[config.mk]
export PLATFORM = sky130hd
export DESIGN_NAME = jtag_debug_port
export DESIGN_NICKNAME = d
export VERILOG_FILES = /design/src/rtl/jtag_debug_port.sv
export SDC_FILE = /design/constraint.sdc
export NUM_CORES = 1
export LEC_CHECK = 0
export ABC_AREA = 1
export CAP_MARGIN = 0
export CORE_ASPECT_RATIO = 0.8
export CORE_UTILIZATION = 49
export DETAILED_ROUTE_END_ITERATION = 16
export GPL_TIMING_DRIVEN = 0
export PLACE_DENSITY_LB_ADDON = 0.08
export SLEW_MARGIN = 20
export SYNTH_ARGS = -nofsm -noshare
export SYNTH_HDL_FRONTEND = slang
export SYNTH_SLANG_ARGS = --single-unit
export TNS_END_PERCENT = 1
[constraint.sdc]
create_clock -name clk -period 1.35 [get_ports clk]
set_input_delay 0.2025 -clock clk [delete_from_list [all_inputs] [get_ports clk]]
set_output_delay 0.2025 -clock clk [all_outputs]
set_load 0.05 [all_outputs]
[src/rtl/jtag_debug_port.sv]
// rtl/jtag_debug_port.sv - TAP-style debug port: synchronised TCK/TMS/TDI, IR/DR shift, MCU update handshake.
// Optional TCK-stall abort is built when JTAG_TIMEOUT_EN is defined.
module jtag_debug_port #(
  parameter int INSTR_W        = 8,
  parameter int DATA_W         = 16,
  parameter int SYNC_STAGES    = 2,
  parameter int TIMEOUT_CYCLES = 4096
) (
  input  logic               clk,
  input  logic               rstn,
  input  logic               tck,
  input  logic               tms,
  input  logic               tdi,
  output logic               tdo,
  input  logic               mcu_wr_en,
  input  logic [DATA_W-1:0]  mcu_wr_data,
  output logic [DATA_W-1:0]  mcu_rd_data,
  output logic               upd_valid,
  input  logic               upd_ready,
  output logic [INSTR_W-1:0] upd_instr,
  output logic [DATA_W-1:0]  upd_data,
  output logic               upd_overrun,
  output logic [2:0]         state_dbg
);

  typedef enum logic [2:0] {
    ST_IDLE    = 3'b000,
    ST_UPDATE  = 3'b001,
    ST_SEL_I   = 3'b100,
    ST_SHIFT_I = 3'b101,
    ST_SEL_D   = 3'b110,
    ST_SHIFT_D = 3'b111
  } state_e;

  logic [SYNC_STAGES-1:0] tck_sync_q, tms_sync_q, tdi_sync_q;
  logic                   tck_prev_q, tck_rise_q, tck_fall_q, tms_q, tdi_q;
  logic                   tck_s;

  state_e               state_q, state_d;
  logic [INSTR_W-1:0]   instr_q, instr_d;
  logic [DATA_W-1:0]    data_q, data_d;
  logic                 tdo_q, tdo_d;
  logic                 upd_valid_q, upd_valid_d;
  logic [INSTR_W-1:0]   upd_instr_q, upd_instr_d;
  logic [DATA_W-1:0]    upd_data_q, upd_data_d;
  logic                 upd_overrun_q, upd_overrun_d;
  logic                 upd_entry;
  logic                 timeout_hit;

  assign tck_s = tck_sync_q[SYNC_STAGES-1];

  // Strobes are registered so tms/tdi are re-timed to line up with them.
  always_ff @(posedge clk or negedge rstn) begin
    if (!rstn) begin
      tck_sync_q <= '0;
      tms_sync_q <= '0;
      tdi_sync_q <= '0;
      tck_prev_q <= 1'b0;
      tck_rise_q <= 1'b0;
      tck_fall_q <= 1'b0;
      tms_q      <= 1'b0;
      tdi_q      <= 1'b0;
    end else begin
      tck_sync_q <= {tck_sync_q[SYNC_STAGES-2:0], tck};
      tms_sync_q <= {tms_sync_q[SYNC_STAGES-2:0], tms};
      tdi_sync_q <= {tdi_sync_q[SYNC_STAGES-2:0], tdi};
      tck_prev_q <= tck_s;
      tck_rise_q <= tck_s & ~tck_prev_q;
      tck_fall_q <= ~tck_s & tck_prev_q;
      tms_q      <= tms_sync_q[SYNC_STAGES-1];
      tdi_q      <= tdi_sync_q[SYNC_STAGES-1];
    end
  end

`ifdef JTAG_TIMEOUT_EN
  localparam int CNT_W = $clog2(TIMEOUT_CYCLES + 1);
  localparam logic [CNT_W-1:0] TO_LIMIT = CNT_W'(TIMEOUT_CYCLES);
  logic [CNT_W-1:0] to_cnt_q, to_cnt_d;

  always_comb begin
    to_cnt_d = to_cnt_q;
    if (tck_rise_q || state_q == ST_IDLE) begin
      to_cnt_d = '0;
    end else if (to_cnt_q != TO_LIMIT) begin
      to_cnt_d = to_cnt_q + 1'b1;
    end
  end

  always_ff @(posedge clk or negedge rstn) begin
    if (!rstn) begin
      to_cnt_q <= '0;
    end else begin
      to_cnt_q <= to_cnt_d;
    end
  end

  assign timeout_hit = (state_q != ST_IDLE) && (to_cnt_q == TO_LIMIT) && !tck_rise_q;
`else
  logic unused_timeout;
  assign unused_timeout = (TIMEOUT_CYCLES != 0);
  assign timeout_hit    = 1'b0;
`endif

  always_ff @(posedge clk or negedge rstn) begin
    if (!rstn) begin
      state_q <= ST_IDLE;
    end else begin
      state_q <= state_d;
    end
  end

  always_comb begin
    state_d       = state_q;
    instr_d       = instr_q;
    data_d        = data_q;
    upd_entry     = 1'b0;
    tdo_d         = tdo_q;
    upd_valid_d   = upd_valid_q;
    upd_instr_d   = upd_instr_q;
    upd_data_d    = upd_data_q;
    upd_overrun_d = 1'b0;

    if (tck_rise_q) begin
      unique case (state_q)
        ST_IDLE, ST_UPDATE: state_d = tms_q ? ST_IDLE  : ST_SEL_I;
        ST_SEL_I:           state_d = tms_q ? ST_SEL_D : ST_SHIFT_I;
        ST_SEL_D:           state_d = tms_q ? ST_IDLE  : ST_SHIFT_D;
        ST_SHIFT_I: begin
          instr_d = {tdi_q, instr_q[INSTR_W-1:1]};
          if (tms_q) begin
            state_d   = ST_UPDATE;
            upd_entry = 1'b1;
          end
        end
        ST_SHIFT_D: begin
          data_d = {tdi_q, data_q[DATA_W-1:1]};
          if (tms_q) begin
            state_d   = ST_UPDATE;
            upd_entry = 1'b1;
          end
        end
        default: state_d = ST_IDLE;
      endcase
      if (state_q == ST_UPDATE) begin
        instr_d = '0;
      end
    end else if (timeout_hit) begin
      state_d = ST_IDLE;
      instr_d = '0;
    end

    // Post-shift data is captured even if the MCU overwrites the register this cycle.
    if (upd_entry) begin
      upd_valid_d   = 1'b1;
      upd_instr_d   = instr_d;
      upd_data_d    = data_d;
      upd_overrun_d = upd_valid_q & ~upd_ready;
    end else if (upd_valid_q && upd_ready) begin
      upd_valid_d = 1'b0;
    end

    if (mcu_wr_en) begin
      data_d = mcu_wr_data;
    end

    if (tck_fall_q) begin
      tdo_d = state_q[1] ? data_q[0] : instr_q[0];
    end
  end

  always_ff @(posedge clk or negedge rstn) begin
    if (!rstn) begin
      instr_q       <= '0;
      data_q        <= '0;
      tdo_q         <= 1'b0;
      upd_valid_q   <= 1'b0;
      upd_instr_q   <= '0;
      upd_data_q    <= '0;
      upd_overrun_q <= 1'b0;
    end else begin
      instr_q       <= instr_d;
      data_q        <= data_d;
      tdo_q         <= tdo_d;
      upd_valid_q   <= upd_valid_d;
      upd_instr_q   <= upd_instr_d;
      upd_data_q    <= upd_data_d;
      upd_overrun_q <= upd_overrun_d;
    end
  end

  assign tdo         = tdo_q;
  assign mcu_rd_data = data_q;
  assign upd_valid   = upd_valid_q;
  assign upd_instr   = upd_instr_q;
  assign upd_data    = upd_data_q;
  assign upd_overrun = upd_overrun_q;
  assign state_dbg   = state_q;

endmodule

Word level (Yosys, flattened, before mapping) --
Cells that the tools add are included.
Operators by class: bitwise operators 6, reductions and logical operators 6, eq/ne operators 6, mux-type cells 18
Operators with widths (count):
- $mux 16 | 3
- $mux 8 | 3
- $eq 3x3->1 const B | 4
- $pmux 3 s4 | 1
- $mux 3 | 3
- $mux 1 | 7
- $reduce_or 2->1 | 2
- $and 1x1->1 | 3
- $eq 3x1->1 const B | 1
- $logic_not 3->1 | 1
- $not 1->1 | 3
- $mux 2 | 1
- $ne 2x1->1 const B | 1
- $reduce_and 2->1 | 1
- $reduce_bool 2->1 | 1
- $logic_and 1x1->1 | 1
Word-level totals: output and inout bits 46, word-level logic and storage cells 52, bits in registers 65, bits of input ports 23

Depth between registers and ports, before layout --
word-level depth 5, mapped depth 7, depth with buffers taken out 6

Worst setup path before layout --
Ideal clock, no wire load.
path type register to register, from register state_q[0] (netlist: state_dbg[0]), to register data_q[10] (netlist: mcu_rd_data[10]), period minus slack after synthesis 1.567 ns, arrival time 1.449 ns, cell stages (with the launch flop) 7, library setup time 0.118 ns, path slack -0.217 ns, buffers on the path 1, data required time 1.232 ns, path through dfrtp_1 nand2_4 nor2_8 buf_8 nand2_2 nand3_1 nand2_1
On the way: cells in the longest elaborated chain, start to end 4
RTL lines:
- from (decl) | RTL line 39 | state_e state_q, state_d;
- from (signal assigned) | RTL line 108 | state_q <= state_d;
- $eq 3x3->1 | RTL line 124 | unique case (state_q)
- $mux 16 | RTL line 124
- $mux 16 | RTL line 123 | if (tck_rise_q) begin
- $mux 16 | RTL line 162 | if (mcu_wr_en) begin
- net data_d[10] | RTL line 41 | logic [DATA_W-1:0] data_q, data_d;
- to (signal assigned) | RTL line 182 | data_q <= data_d;
- to (decl) | RTL line 41
The timed path passes the listed nets, and every way through them passes these cells. A chain may end at the register's enable or synchronous reset.

Worst setup path after layout --
from register state_q[0] (netlist: state_dbg[0]), to output state_dbg[0]
RTL lines:
- to (decl) | RTL line 23 | output logic [2:0] state_dbg
No word-level cell between the ends.

==> summary.md <==
| Metric | Value |
|---|---|
| Status | `finished, final reports clean` |
| Initial antenna violation count | `0` |
| Yosys cell types | `21` |
| Core Region | `5500 um2` |
| Reg clk slew, reported paths | `around 0.07 ns` |
| CP top delay family | `flip-flops` |
| Register area | `between 1500 and 2000 um2` |
| Final HPWL from detailed placement | `~4.4 mm` |
| Max clock buf depth | `2` |
| Hold crit path type | `in -> reg` |
| Die X | `86.8 um` |
| Setup CP Type | `reg -> out` |
| Max_cap viols | `0` |
| Cell count after synthesis | `about 330` |
| Finished Core Util | `0.712` |
| WP data arrival | `1.13 ns` |
| Worst slew margin | `0.673` |
| Synth warnings | `0` |
| CTS Sinks | `65` |
| Clock Skews | `around 0.0056 ns` |
| CTS Buf Count | `9` |
| Peak Freq | `around 750 MHz` |
| Hold Fails Final Rpt | `0` |
| WP buf/inv | `1` |
| Startpoint Class | `flip-flop` |
| Placed cell area | `3610 um2` |
| Clock Latency Late Sink | `0.34 ns` |
| Syn Area/Cell | `8.60 um2` |
| First-pass GRT wire length | `11.1 mm` |
| Diode count | `0` |
| Most frequent cells in the layout | `nand2_1 (140), dfrtp_1 (61), clkdlybuf4s15_2 (40)` |
| I/O Pins | `69` |
| Syn-to-layout area delta | `38.7%` |
| Final worst path period need | `about 1.3 ns` |
| Maximum VDD drop | `1100 uV` |
| Final worst-path cycle share | `0.983` |
| Vias per inst | `~5` |
| PwrDens | `~2100 nW/um2` |
| Design area | `3910 um2` |
| Post-Route WL | `about 6.4 mm` |
| Least-Margin Pin Slew | `0.491 ns` |
| Final Power | `8.20 mW` |
| Syn_nets | `351` |
| CP Capture Type | `primary output` |
| Post-Syn Area | `2820 um2` |
| Slowest stage delay, CP | `0.48 ns` |
| Crit-path max FO | `7` |
| IO Port Bufs | `67` |
| Final setup viols | `0` |
| Routed Antenna Nets | `0` |
| Layout fillers | `446` |
| Gpl congestion | `0.830` |
| RSZ-0062 raised after global routing | `yes` |
| Placed cells | `474` |
| Sequential element share of the synthesized area | `0.576` |
| Largest net degree at the start of global routing | `38` |
| FF+latch count, synth | `65` |
| Pins over their slew limit | `0` |
| Final cell count without fillers | `491` |
| Leak | `~2.0 nW` |
| Gr usage total | `0.240` |
| Worst hold slack | `0.182 ns` |
| H-tree lvl count | `3` |
| Clk root buf | `clkbuf_8` |
| Most common cell after layout, fill and taps aside | `nand2_1` |
| Avg WL per Cell | `13.1 um` |
| Die area | `6070 um2` |
| WP data required | `1.15 ns` |
| Die height | `69.9 um` |
| Final worst setup slack | `0.0224 ns` |
| Drt drc | `0` |
| Setup Slack @ Placement | `-0.107 ns` |
| Vias in the first global route | `2350` |
| Cell chain of the critical path | `buf_2` |
| Congestion Overflow GR | `0` |
| Layout cell share with drive strength beyond 1 | `0.232` |
| CTS tree | `done` |
| Num rows | `24` |
| Initial core utilization | `0.513` |
| Multi-input gate area | `988 um2` |
| Setup TNS | `0 ns` |
| First-pass DRT Iterations | `4` |
| Initial DRC Count | `172` |
| Vias | `2419` |
| CP max stage cell | `dfrtp_2` |
| Final net count | `431` |
synth_stat cells:
cell	number	area share
nand2_1	141	0.19
dfrtp_1	65	0.58
nand3_1	36	0.064
inv_1	34	0.045
nand2_2	11	0.024
o21ai_1	9	0.016
o21ai_0	8	0.014
buf_6	5	0.020
nor2_1	4	0.0053
buf_2	3	0.0053
nor2_8	2	0.014
a22oi_1	1	0.0027
a31oi_1	1	0.0022
buf_1	1	0.0013
buf_8	1	0.0053
clkbuf_1	1	0.0013
inv_4	1	0.0022
nand2_4	1	0.0040
nor2_2	1	0.0022
nor3_2	1	0.0035
o21bai_1	1	0.0027
power breakdown:
part           switching, mW  internal [mW]
Sequential             0.372           2.47
Clock                  0.763           1.22
Combinational           2.40          0.971
registers in the layout, indices dropped and copies added (netlist names), 2 cells and up:
| register | cells |
|---|---|
| upd_data | 16 |
| tms_sync_q | 2 |
| tck_sync_q | 2 |
| state_dbg | 3 |
| upd_instr | 8 |
| instr_q | 8 |
| tdi_sync_q | 2 |
| mcu_rd_data | 16 |
layout make-up:
type | count | share of cell area
buffer | 11 | 0.0246
inverter | 35 | 0.0342
tap | 78 | 0.0249
clock inverter | 7 | 0.0304
timing repair buffer | 69 | 0.185
clock buffer | 9 | 0.0316
multi-input combinational | 217 | 0.253
sequential | 65 | 0.417
cell families (layout without fill, tap and decap cells):
family | count (synthesis) | after routing | share of synthesized area
DFF | 65 | 65 | 0.576
and+or+nand+nor | 197 | 197 | 0.305
AOI/OAI and AO/OA | 20 | 20 | 0.0377
buffers and inverters | 46 | 131 | 0.0807
layer usage:
layer  GRT usage  wire length [um]
met5           0                 0
met4      0.0574                61
met1       0.331              2930
met2       0.364              2960
met3      0.0863               463
final timing paths:
path	startpoint	end	slack, ns	cells past startpoint
setup / recovery	state_dbg[0]	state_dbg[0]	0.02	1
hold / removal	mcu_wr_en	mcu_rd_data[1]	0.18	3
setup reg to reg	state_dbg[0]	upd_data[2]	0.08	6
hold reg to reg	tdi_sync_q[0]	tdi_sync_q[1]	0.35	0
max in group asynchronous	rstn	instr_q[0]	0.51	3
min in group asynchronous	rstn	upd_instr[5]	0.32	2
what timing repair did:
action,4_1_cts,5_1_grt
setup endpoints to repair,46,38
cloned,0,0
endpoints found under the hold margin,28,0
buffers inserted,0,0
pin swaps,0,2
hold buffers,1,0
resized for setup,143,10
Power figures use the tool's default switching activity.
